$ cat config.mk
export PLATFORM = sky130hd
export DESIGN_NAME = vr_log_ingest
export DESIGN_NICKNAME = d
export VERILOG_FILES = /design/src/rtl/vr_log_ingest.sv
export SDC_FILE = /design/constraint.sdc
export NUM_CORES = 1
export LEC_CHECK = 0
export ABC_AREA = 1
export CORE_AREA = 2 2 441 443
export DETAILED_ROUTE_END_ITERATION = 8
export DIE_AREA = 0 0 443 445
export SLEW_MARGIN = 20
export SYNTH_ARGS = -nofsm -noshare
export SYNTH_HDL_FRONTEND = slang
export SYNTH_SLANG_ARGS = --single-unit
$ cat constraint.sdc
create_clock -name clk -period 1.8 [get_ports clk]
set_input_delay 0.27 -clock clk [delete_from_list [all_inputs] [get_ports clk]]
set_output_delay 0.27 -clock clk [all_outputs]
set_load 0.02 [all_outputs]
$ cat src/rtl/vr_log_ingest.sv
// Log-write stage: records one PREPARE's header and request data beats into the
// log RAM slot selected by the start index, then holds log_write_done as a level.
module vr_log_ingest #(
    parameter int DATA_W          = 512,
    parameter int LOG_IDX_W       = 8,
    parameter int SLOT_BEATS_LOG2 = 4
) (
    input  logic                                 clk,
    input  logic                                 rst,
    input  logic                                 start_req_ingest,
    input  logic [LOG_IDX_W-1:0]                 start_log_idx,
    input  logic [63:0]                          start_op_num,
    input  logic [15:0]                          start_req_len,
    input  logic                                 req_data_val,
    input  logic [DATA_W-1:0]                    req_data,
    input  logic                                 req_data_last,
    output logic                                 ingest_req_data_rdy,
    output logic                                 log_wr_val,
    output logic [LOG_IDX_W+SLOT_BEATS_LOG2-1:0] log_wr_addr,
    output logic [DATA_W-1:0]                    log_wr_data,
    input  logic                                 log_wr_rdy,
    output logic                                 log_write_done,
    output logic                                 ingest_err,
    output logic                                 ingest_busy
);

    localparam logic [15:0] BEAT_BYTES = 16'(DATA_W / 8);

    typedef enum logic [2:0] {
        S_IDLE,
        S_WR_HDR,
        S_DATA,
        S_DRAIN,
        S_DONE
    } state_t;

    state_t                       state_q, state_d;
    logic [LOG_IDX_W-1:0]         idx_q, idx_d;
    logic [63:0]                  op_q, op_d;
    logic [15:0]                  len_q, len_d;
    logic [15:0]                  exp_q, exp_d;
    logic [SLOT_BEATS_LOG2-1:0]   ptr_q, ptr_d;
    logic [15:0]                  rcv_q, rcv_d;
    logic                         done_q, done_d;
    logic                         err_q, err_d;
    logic [15:0]                  start_exp_beats;
    logic [DATA_W-1:0]            hdr_word;

    // Ceiling divide without a 16-bit add that could wrap near 64 KiB lengths.
    assign start_exp_beats = (start_req_len / BEAT_BYTES)
                           + 16'((start_req_len % BEAT_BYTES) != 16'd0);

    always_comb begin
        hdr_word = '0;
        hdr_word[DATA_W-1 -: 96] = {op_q, len_q, exp_q};
    end

    always_comb begin
        state_d             = state_q;
        idx_d               = idx_q;
        op_d                = op_q;
        len_d               = len_q;
        exp_d               = exp_q;
        ptr_d               = ptr_q;
        rcv_d               = rcv_q;
        done_d              = done_q;
        err_d               = err_q;
        log_wr_val          = 1'b0;
        log_wr_addr         = {idx_q, ptr_q};
        log_wr_data         = '0;
        ingest_req_data_rdy = 1'b0;

        case (state_q)
            S_IDLE: begin
                if (start_req_ingest) begin
                    idx_d   = start_log_idx;
                    op_d    = start_op_num;
                    len_d   = start_req_len;
                    exp_d   = start_exp_beats;
                    ptr_d   = '0;
                    rcv_d   = '0;
                    done_d  = 1'b0;
                    err_d   = 1'b0;
                    state_d = S_WR_HDR;
                end
            end
            S_WR_HDR: begin
                log_wr_val  = 1'b1;
                log_wr_addr = {idx_q, {SLOT_BEATS_LOG2{1'b0}}};
                log_wr_data = hdr_word;
                if (log_wr_rdy) begin
                    ptr_d   = SLOT_BEATS_LOG2'(1);
                    state_d = S_DATA;
                end
            end
            S_DATA: begin
                log_wr_val          = req_data_val;
                log_wr_data         = req_data;
                ingest_req_data_rdy = log_wr_rdy;
                if (req_data_val && log_wr_rdy) begin
                    ptr_d = ptr_q + SLOT_BEATS_LOG2'(1);
                    rcv_d = rcv_q + 16'd1;
                    if (req_data_last) begin
                        state_d = S_DONE;
                    end else if (ptr_q == '1) begin
                        // Slot full: this beat lands in the last word, the rest is dropped.
                        err_d   = 1'b1;
                        state_d = S_DRAIN;
                    end
                end
            end
            S_DRAIN: begin
                ingest_req_data_rdy = 1'b1;
                if (req_data_val) begin
                    rcv_d = rcv_q + 16'd1;
                    if (req_data_last) state_d = S_DONE;
                end
            end
            S_DONE: begin
                err_d   = err_q | (rcv_q != exp_q);
                done_d  = 1'b1;
                state_d = S_IDLE;
            end
            default: state_d = S_IDLE;
        endcase
    end

    always_ff @(posedge clk) begin
        if (rst) begin
            state_q <= S_IDLE;
            idx_q   <= '0;
            op_q    <= '0;
            len_q   <= '0;
            exp_q   <= '0;
            ptr_q   <= '0;
            rcv_q   <= '0;
            done_q  <= 1'b0;
            err_q   <= 1'b0;
        end else begin
            state_q <= state_d;
            idx_q   <= idx_d;
            op_q    <= op_d;
            len_q   <= len_d;
            exp_q   <= exp_d;
            ptr_q   <= ptr_d;
            rcv_q   <= rcv_d;
            done_q  <= done_d;
            err_q   <= err_d;
        end
    end

    assign log_write_done = done_q;
    assign ingest_err     = err_q;
    assign ingest_busy    = (state_q != S_IDLE);

endmodule

# Word level (Yosys, flattened, before mapping)
# Cells that the tools add are included.
# totals
ff_bits	129
out_inout_bits	529
input_bits	606
# classes
bitwise_logic	1
add_sub_neg	3
n_mux	26
n_eq_ne	14
n_reduce_logical	14
# op_table
operator	count
case mux 512 bit (2 select lines)	1
2-to-1 mux 16 bit	3
case mux 16 bit (3 select lines)	1
2-to-1 mux 3 bit	7
adder 16 x 1 -> 16 bit, second input constant	1
2-to-1 mux 4 bit	4
inequality test 16 bit	1
nonzero test 16 bit	1
inequality test 2 bit, second input constant	7
case mux 3 bit (4 select lines)	1
case mux 4 bit (3 select lines)	1
nonzero test 3 bit	4
adder 10 x 1 -> 11 bit	1
AND reduction 4 bit	2
equality test 3 x 2 -> 1 bit, second input constant	2
case mux 1 bit (2 select lines)	3
AND reduction 6 bit	1
AND reduction 5 bit	1
adder 4 x 1 -> 4 bit, second input constant	1
equality test 4 bit, second input constant	1
2-to-1 mux 1 bit	4
AND reduction 2 bit	2
equality test 3 x 1 -> 1 bit, second input constant	1
equality test 3 bit, second input constant	1
other kinds (6)	6

# Logic depth before layout (Yosys ltp)
# Gate-level depths: netlist of the first run.
# logic_depth
depth_word	5
depth_mapped	12

# Worst setup path after synthesis of the first run
# OpenSTA, ideal clock, no wires.
# synth_path
kind	register to output
startpoint	register state_q[1]
endpoint	output log_wr_data[458]
path_stages_with_launch	7
arrival_ps	1561
path_slack_ps	-31
path_cell_list	dfxtp_1 > buf_2 > inv_2 > nand3_1 > buf_2 > clkbuf_1 > o21ai_0
# synth_via
elab_chain_len	2
word_cells_on_any_way	3
classes_between	eq/ne (2); mux (1)
# synth_rtl
element	line_no	rtl
from (decl)	37	state_t state_q, state_d;
from (signal assigned)	140	state_q <= state_d;
equality test 3 x 2 -> 1 bit or equality test 3 x 1 -> 1 bit (tied branches)	73	case (state_q)
case mux 512 bit (2 select lines) *	73	
to (decl)	20	output logic [DATA_W-1:0] log_wr_data,
# Mark *: on every way between the ends. The rest lies on a longest branch, timed or not.

# Worst setup path in the final report of the first run
# layout_path
startpoint	register state_q[0]
endpoint	output log_wr_data[128]
# The elaborated chain is that of the path after synthesis.

==> metrics.csv, run 1 <==
stage,metric,value,unit
drt,drtPass1Iterations,5,
synth,number_of_enable_flip_flop_cells_after_synthesis,0,
setup_path,endpoint_kind,output port,
synth,number_of_nets_in_the_synthesized_netlist,2483,
setup_path,rr_startpoint,state_q[0],
synth,synth_commonest_cells,"sky130_fd_sc_hd__inv_1 (568), sky130_fd_sc_hd__nor2_1 (474), sky130_fd_sc_hd__nand2_1 (245)",
pwr,static-leakage-power,13.6,nW
drt,routed-via-count,17600,
final_layout,utilization,0.151,
run_status,run_status,"finished, violations left",
timing,grt_setup_unrepaired,true,
global_route,global_route.overflow_total,0,
pwr,power_density,1250,nW/µm²
floorplanning,top_level_ports,1135,
clocking,worst_skew_pair.late_latency,0.50,ns
setup_path,arrival,2.11,ns
pwr,switching_power_summed_over_all_nets,18.5,mW
synth,synth_largest_type_area_fraction,0.257,
drt,routed_wire_length_per_instance,31.4,µm
timing,setup_ws,-0.581,ns
pwr,finalPower,36.4,mW
clocking,cts_inserted_buffers,17,
floorplanning,num_rows,161,
global_route,grt_pass1_wl,211,mm
floorplanning,core,192000,µm²
pwr,sw_frac_of_total,0.509,
place,dpl-instance-area,26700,µm²
setup_path,critPathRequiredTime,1.53,ns
timing,setup_viol,530,
synth,ys_seq_area_frac,0.257,
synth,post_synth_main_area_contributors,"sky130_fd_sc_hd__dfxtp_1 (26%), sky130_fd_sc_hd__inv_1 (22%), sky130_fd_sc_hd__nor2_1 (18%), sky130_fd_sc_hd__nand2_1 (9.5%), sky130_fd_sc_hd__o21ai_0 (9.3%)",
place,dp.final_hpwl,162,mm
floorplanning,start_util,0.0503,
hold_path,holdPathEnd,idx_q[2],
floorplanning,die_y,445,µm
setup_path,critical_path.most_common_cell,sky130_fd_sc_hd__buf_12,
global_route,grt.total_usage,0.173,
final_layout,seqCellArea,2490,µm²
synth,synth.area.mux_share,0,
timing,period_minus_slack,2.38,ns
timing,hold_viol,0,
drt,drt_first_iter_violations,1027,
synth,yosysWarnings,0,
setup_path,critical-path-slowest-cell,sky130_fd_sc_hd__dfxtp_4,
drt,drcViolationCount,0,
synth,netlist.top_cell.by_area,sky130_fd_sc_hd__dfxtp_1,
pwr,cellInternalPower,17.9,mW
setup_path,crit_path_cell_trace,nor2_4 > nand2_8 > buf_16 > buf_8 > buf_12 > nor2_1 > buf_4 > buf_12,
pwr,p_clk_frac,0.101,
clocking,clock_tree.htree_level_count,4,
synth,ys_ff_latch,124,
hold_path,worstHoldPathType,input pin to register,
hold_path,hold_path_depth,3,
floorplanning,dieArea,197000,µm²
setup_path,worst-path-buf-inv,5,
final_layout,post_route_cells_drive_above_1_share,0.290,
pwr,combPwrFrac,0.796,
setup_path,worst_path_dominant_cell_family,buffers and inverters,
job,number_of_maximum_capacitance_constraint_violations,0,
setup_path,setup.worst_path.class,register to output port,
global_route,number_of_global_route_vias_before_repair,16400,
drt,finalWirelength,180,mm
setup_path,critical_path_peak_fanout,10,
run_status,violations,setup timing,
timing,fin_skew,0.0154,ns
timing,maxSlewHeadroom,0.668,
place,port_buffers,1134,
place,place.gp.congestion,0.946,
synth,synth_compound_gate_area_share,0.159,
global_route,grt_start_max_net_pins,65,
synth,ys_async_rst_share,0,
synth,syn-mean-instance-area,5.16,µm²
timing,min_period_over_period,1.32,
synth,synthXorXnorAreaFrac,0.00544,
setup_path,setup.worst_path.start_class,register,
setup_path,critical_path.max_stage_delay,0.37,ns
final_layout,multi_input_comb_area,5590,µm²
synth,synthSimpleGateAreaFrac,0.303,
synth,synthDistinctLibCells,25,
synth,synth_area,9670,µm²
setup_path,worst-r2r-cell-count,12,
floorplanning,floorplan.die.width,443,µm
synth,postSynth.topFlopCell,sky130_fd_sc_hd__dfxtp_1,
synth,yosys.cell_count.top_type,sky130_fd_sc_hd__inv_1,
global_route,antenna_found_initial,213,
final_layout,fillerInstances,22000,
timing,timing_worst_slew_pin_value,0.497,ns
setup_path,flop_to_flop_setup_slack,0,ns
final_layout,areaGrowthSynthToFinish,201,%
timing,achievable-frequency,420,MHz
final_layout,nNetsFinal,3746,
drt,vias_per_cell,3.08,
clocking,clk_path_buf_depth,2,
clocking,clkSinkCount,124,
synth,post_synth_inst_count,1873,
clocking,root_buffer,sky130_fd_sc_hd__clkbuf_16,
final_layout,final_design_area_no_fill,29000,µm²
synth,combinational_family_with_the_most_area_after_synthesis,simple AND/OR/NAND/NOR gates,
synth,synth_fa_ha_area_frac,0.00518,
clocking,worst_setup_hold_path_clk_slew,0.08,ns
clocking,cts_tree,yes,
drt,drt.antenna.violating_nets,0,
pwr,sequential_power_share,0.103,
hold_path,worst_hold_startpoint,start_log_idx[2],
setup_path,reg2reg_to,rcv_q[11],
timing,slew_violations,0,
pwr,vdd_drop_max,594,µV
==> state kept, by name, indices dropped and copies added, names as in the netlist <==
| signal | count |
|---|---|
| idx_q | 8 |
| state_q | 3 |
| op_q | 64 |
| rcv_q | 16 |
| log_write_done | 1 |
| exp_q | 11 |
| len_q | 16 |
| ptr_q | 4 |
| ingest_err | 1 |
==> cell type report <==
type,count,area share
antenna,51,0.00439
clock buffer,17,0.0146
clock inverter,15,0.00573
inverter,570,0.0737
multi-input combinational,1076,0.192
sequential,124,0.0858
tap,2526,0.109
timing repair buffer,1347,0.515
==> power by group through the flow <==
stage | clock network (mW) | registers [mW] | logic, mW
floorplan | 0 | 3.74 | 9.33
global route | 3.90 | 3.81 | 30.4
CTS | 3.83 | 3.74 | 27.6
finish | 3.67 | 3.74 | 29.0
global placement | 0 | 3.76 | 26.2
detailed placement | 0 | 3.78 | 26.1
==> cell families (layout without fill, tap and decap cells) <==
| logic type | count (synthesis) | in the layout |
|---|---|---|
| buf+inv | 673 | 1949 |
| other cells | 0 | 51 |
| xor+xnor | 6 | 6 |
| flops | 124 | 124 |
| compound gates | 305 | 305 |
| fa+ha+maj | 4 | 4 |
| simple gates | 761 | 761 |
==> what timing repair did <==
item	in CTS	in global routing
pin swaps	1	7
cloned	7	12
resized for setup	734	522
endpoints found under the setup margin	532	535
buffers inserted	22	11
hold buffers	0	0
==> stage by stage <==
stage	setup TNS [ns]	hold WS (ns)	setup slack (ns)	instances
after floorplan	-0.155	0.348	-0.0315	1873
after global placement	-103.85	0.437	-0.953	5592
after detailed placement	-108.81	0.442	-0.899	5592
after CTS	-255.54	0.287	-0.708	5653
after global routing	-270.97	0.307	-0.659	5705
final	-216.82	0.334	-0.581	5726
==> routing by layer <==
layer / wire (µm) / GRT usage / vias to the layer above
met4: 11300 / 0.0751 / 60
met2: 110000 / 0.386 / 1090
li1: - / - / 7942
met1: 47800 / 0.134 / 8067
met3: 10900 / 0.0395 / 486
met5: 397 / 0 / -
==> cell usage in the layout, fill, tap and decap left out, types with 11 or more instances in the layout <==
| cell type | Yosys | final |
|---|---|---|
| sky130_fd_sc_hd__a21oi_1 | 112 | 112 |
| sky130_fd_sc_hd__buf_12 | 0 | 208 |
| sky130_fd_sc_hd__buf_16 | 0 | 11 |
| sky130_fd_sc_hd__buf_2 | 58 | 29 |
| sky130_fd_sc_hd__buf_4 | 2 | 287 |
| sky130_fd_sc_hd__buf_6 | 0 | 64 |
| sky130_fd_sc_hd__clkbuf_16 | 0 | 27 |
| sky130_fd_sc_hd__clkbuf_2 | 0 | 51 |
| sky130_fd_sc_hd__clkdlybuf4s15_2 | 0 | 12 |
| sky130_fd_sc_hd__clkdlybuf4s50_1 | 0 | 607 |
| sky130_fd_sc_hd__dfxtp_1 | 124 | 121 |
| sky130_fd_sc_hd__diode_2 | 0 | 51 |
| sky130_fd_sc_hd__dlygate4sd2_1 | 0 | 33 |
| sky130_fd_sc_hd__dlymetal6s2s_1 | 0 | 29 |
| sky130_fd_sc_hd__inv_1 | 568 | 566 |
| sky130_fd_sc_hd__nand2_1 | 245 | 210 |
| sky130_fd_sc_hd__nand2_2 | 0 | 29 |
| sky130_fd_sc_hd__nand3_1 | 27 | 25 |
| sky130_fd_sc_hd__nor2_1 | 474 | 338 |
| sky130_fd_sc_hd__nor2_2 | 1 | 55 |
| sky130_fd_sc_hd__nor2_4 | 1 | 83 |
| sky130_fd_sc_hd__o21ai_0 | 180 | 133 |
| sky130_fd_sc_hd__o21ai_1 | 7 | 35 |
| sky130_fd_sc_hd__o21ai_2 | 0 | 14 |
==> worst max path at each step <==
stage / to / cells after the start / start / slack (ns)
after floorplan: log_wr_data[458] / 6 / state_q[1] / -0.03
after global placement: exp_q[8] / 15 / start_req_len[2] / -0.95
after detailed placement: exp_q[8] / 15 / start_req_len[2] / -0.90
after CTS: log_wr_data[187] / 6 / state_q[0] / -0.71
after global routing: log_wr_data[129] / 8 / state_q[0] / -0.66
final: log_wr_data[128] / 8 / state_q[0] / -0.58
==> worst reg2reg max path, stage by stage, from the launching register on <==
cell	delay [ns]
sky130_fd_sc_hd__dfxtp_4	0.37
sky130_fd_sc_hd__buf_4	0.14
sky130_fd_sc_hd__buf_12	0.12
sky130_fd_sc_hd__buf_4	0.12
sky130_fd_sc_hd__nand3_2	0.13
sky130_fd_sc_hd__inv_1	0.07
sky130_fd_sc_hd__nand2_1	0.05
sky130_fd_sc_hd__nand2_1	0.07
sky130_fd_sc_hd__nor2_2	0.16
sky130_fd_sc_hd__buf_12	0.17
sky130_fd_sc_hd__nand3_1	0.12
sky130_fd_sc_hd__nor2_1	0.12
sky130_fd_sc_hd__nor2_1	0.05
Power figures use the tool's default switching activity.
==> inputs of run 2 (changes only) <==
--- a/config.mk
+++ b/config.mk
@@ -6,6 +6,7 @@
 export NUM_CORES = 1
 export LEC_CHECK = 0
 export ABC_AREA = 1
+export CAP_MARGIN = 0
 export CORE_AREA = 2 2 441 443
 export DETAILED_ROUTE_END_ITERATION = 8
 export DIE_AREA = 0 0 443 445
==> results of run 2 <==
No change in the layout: final DEF, timing and power equal those of run 1.
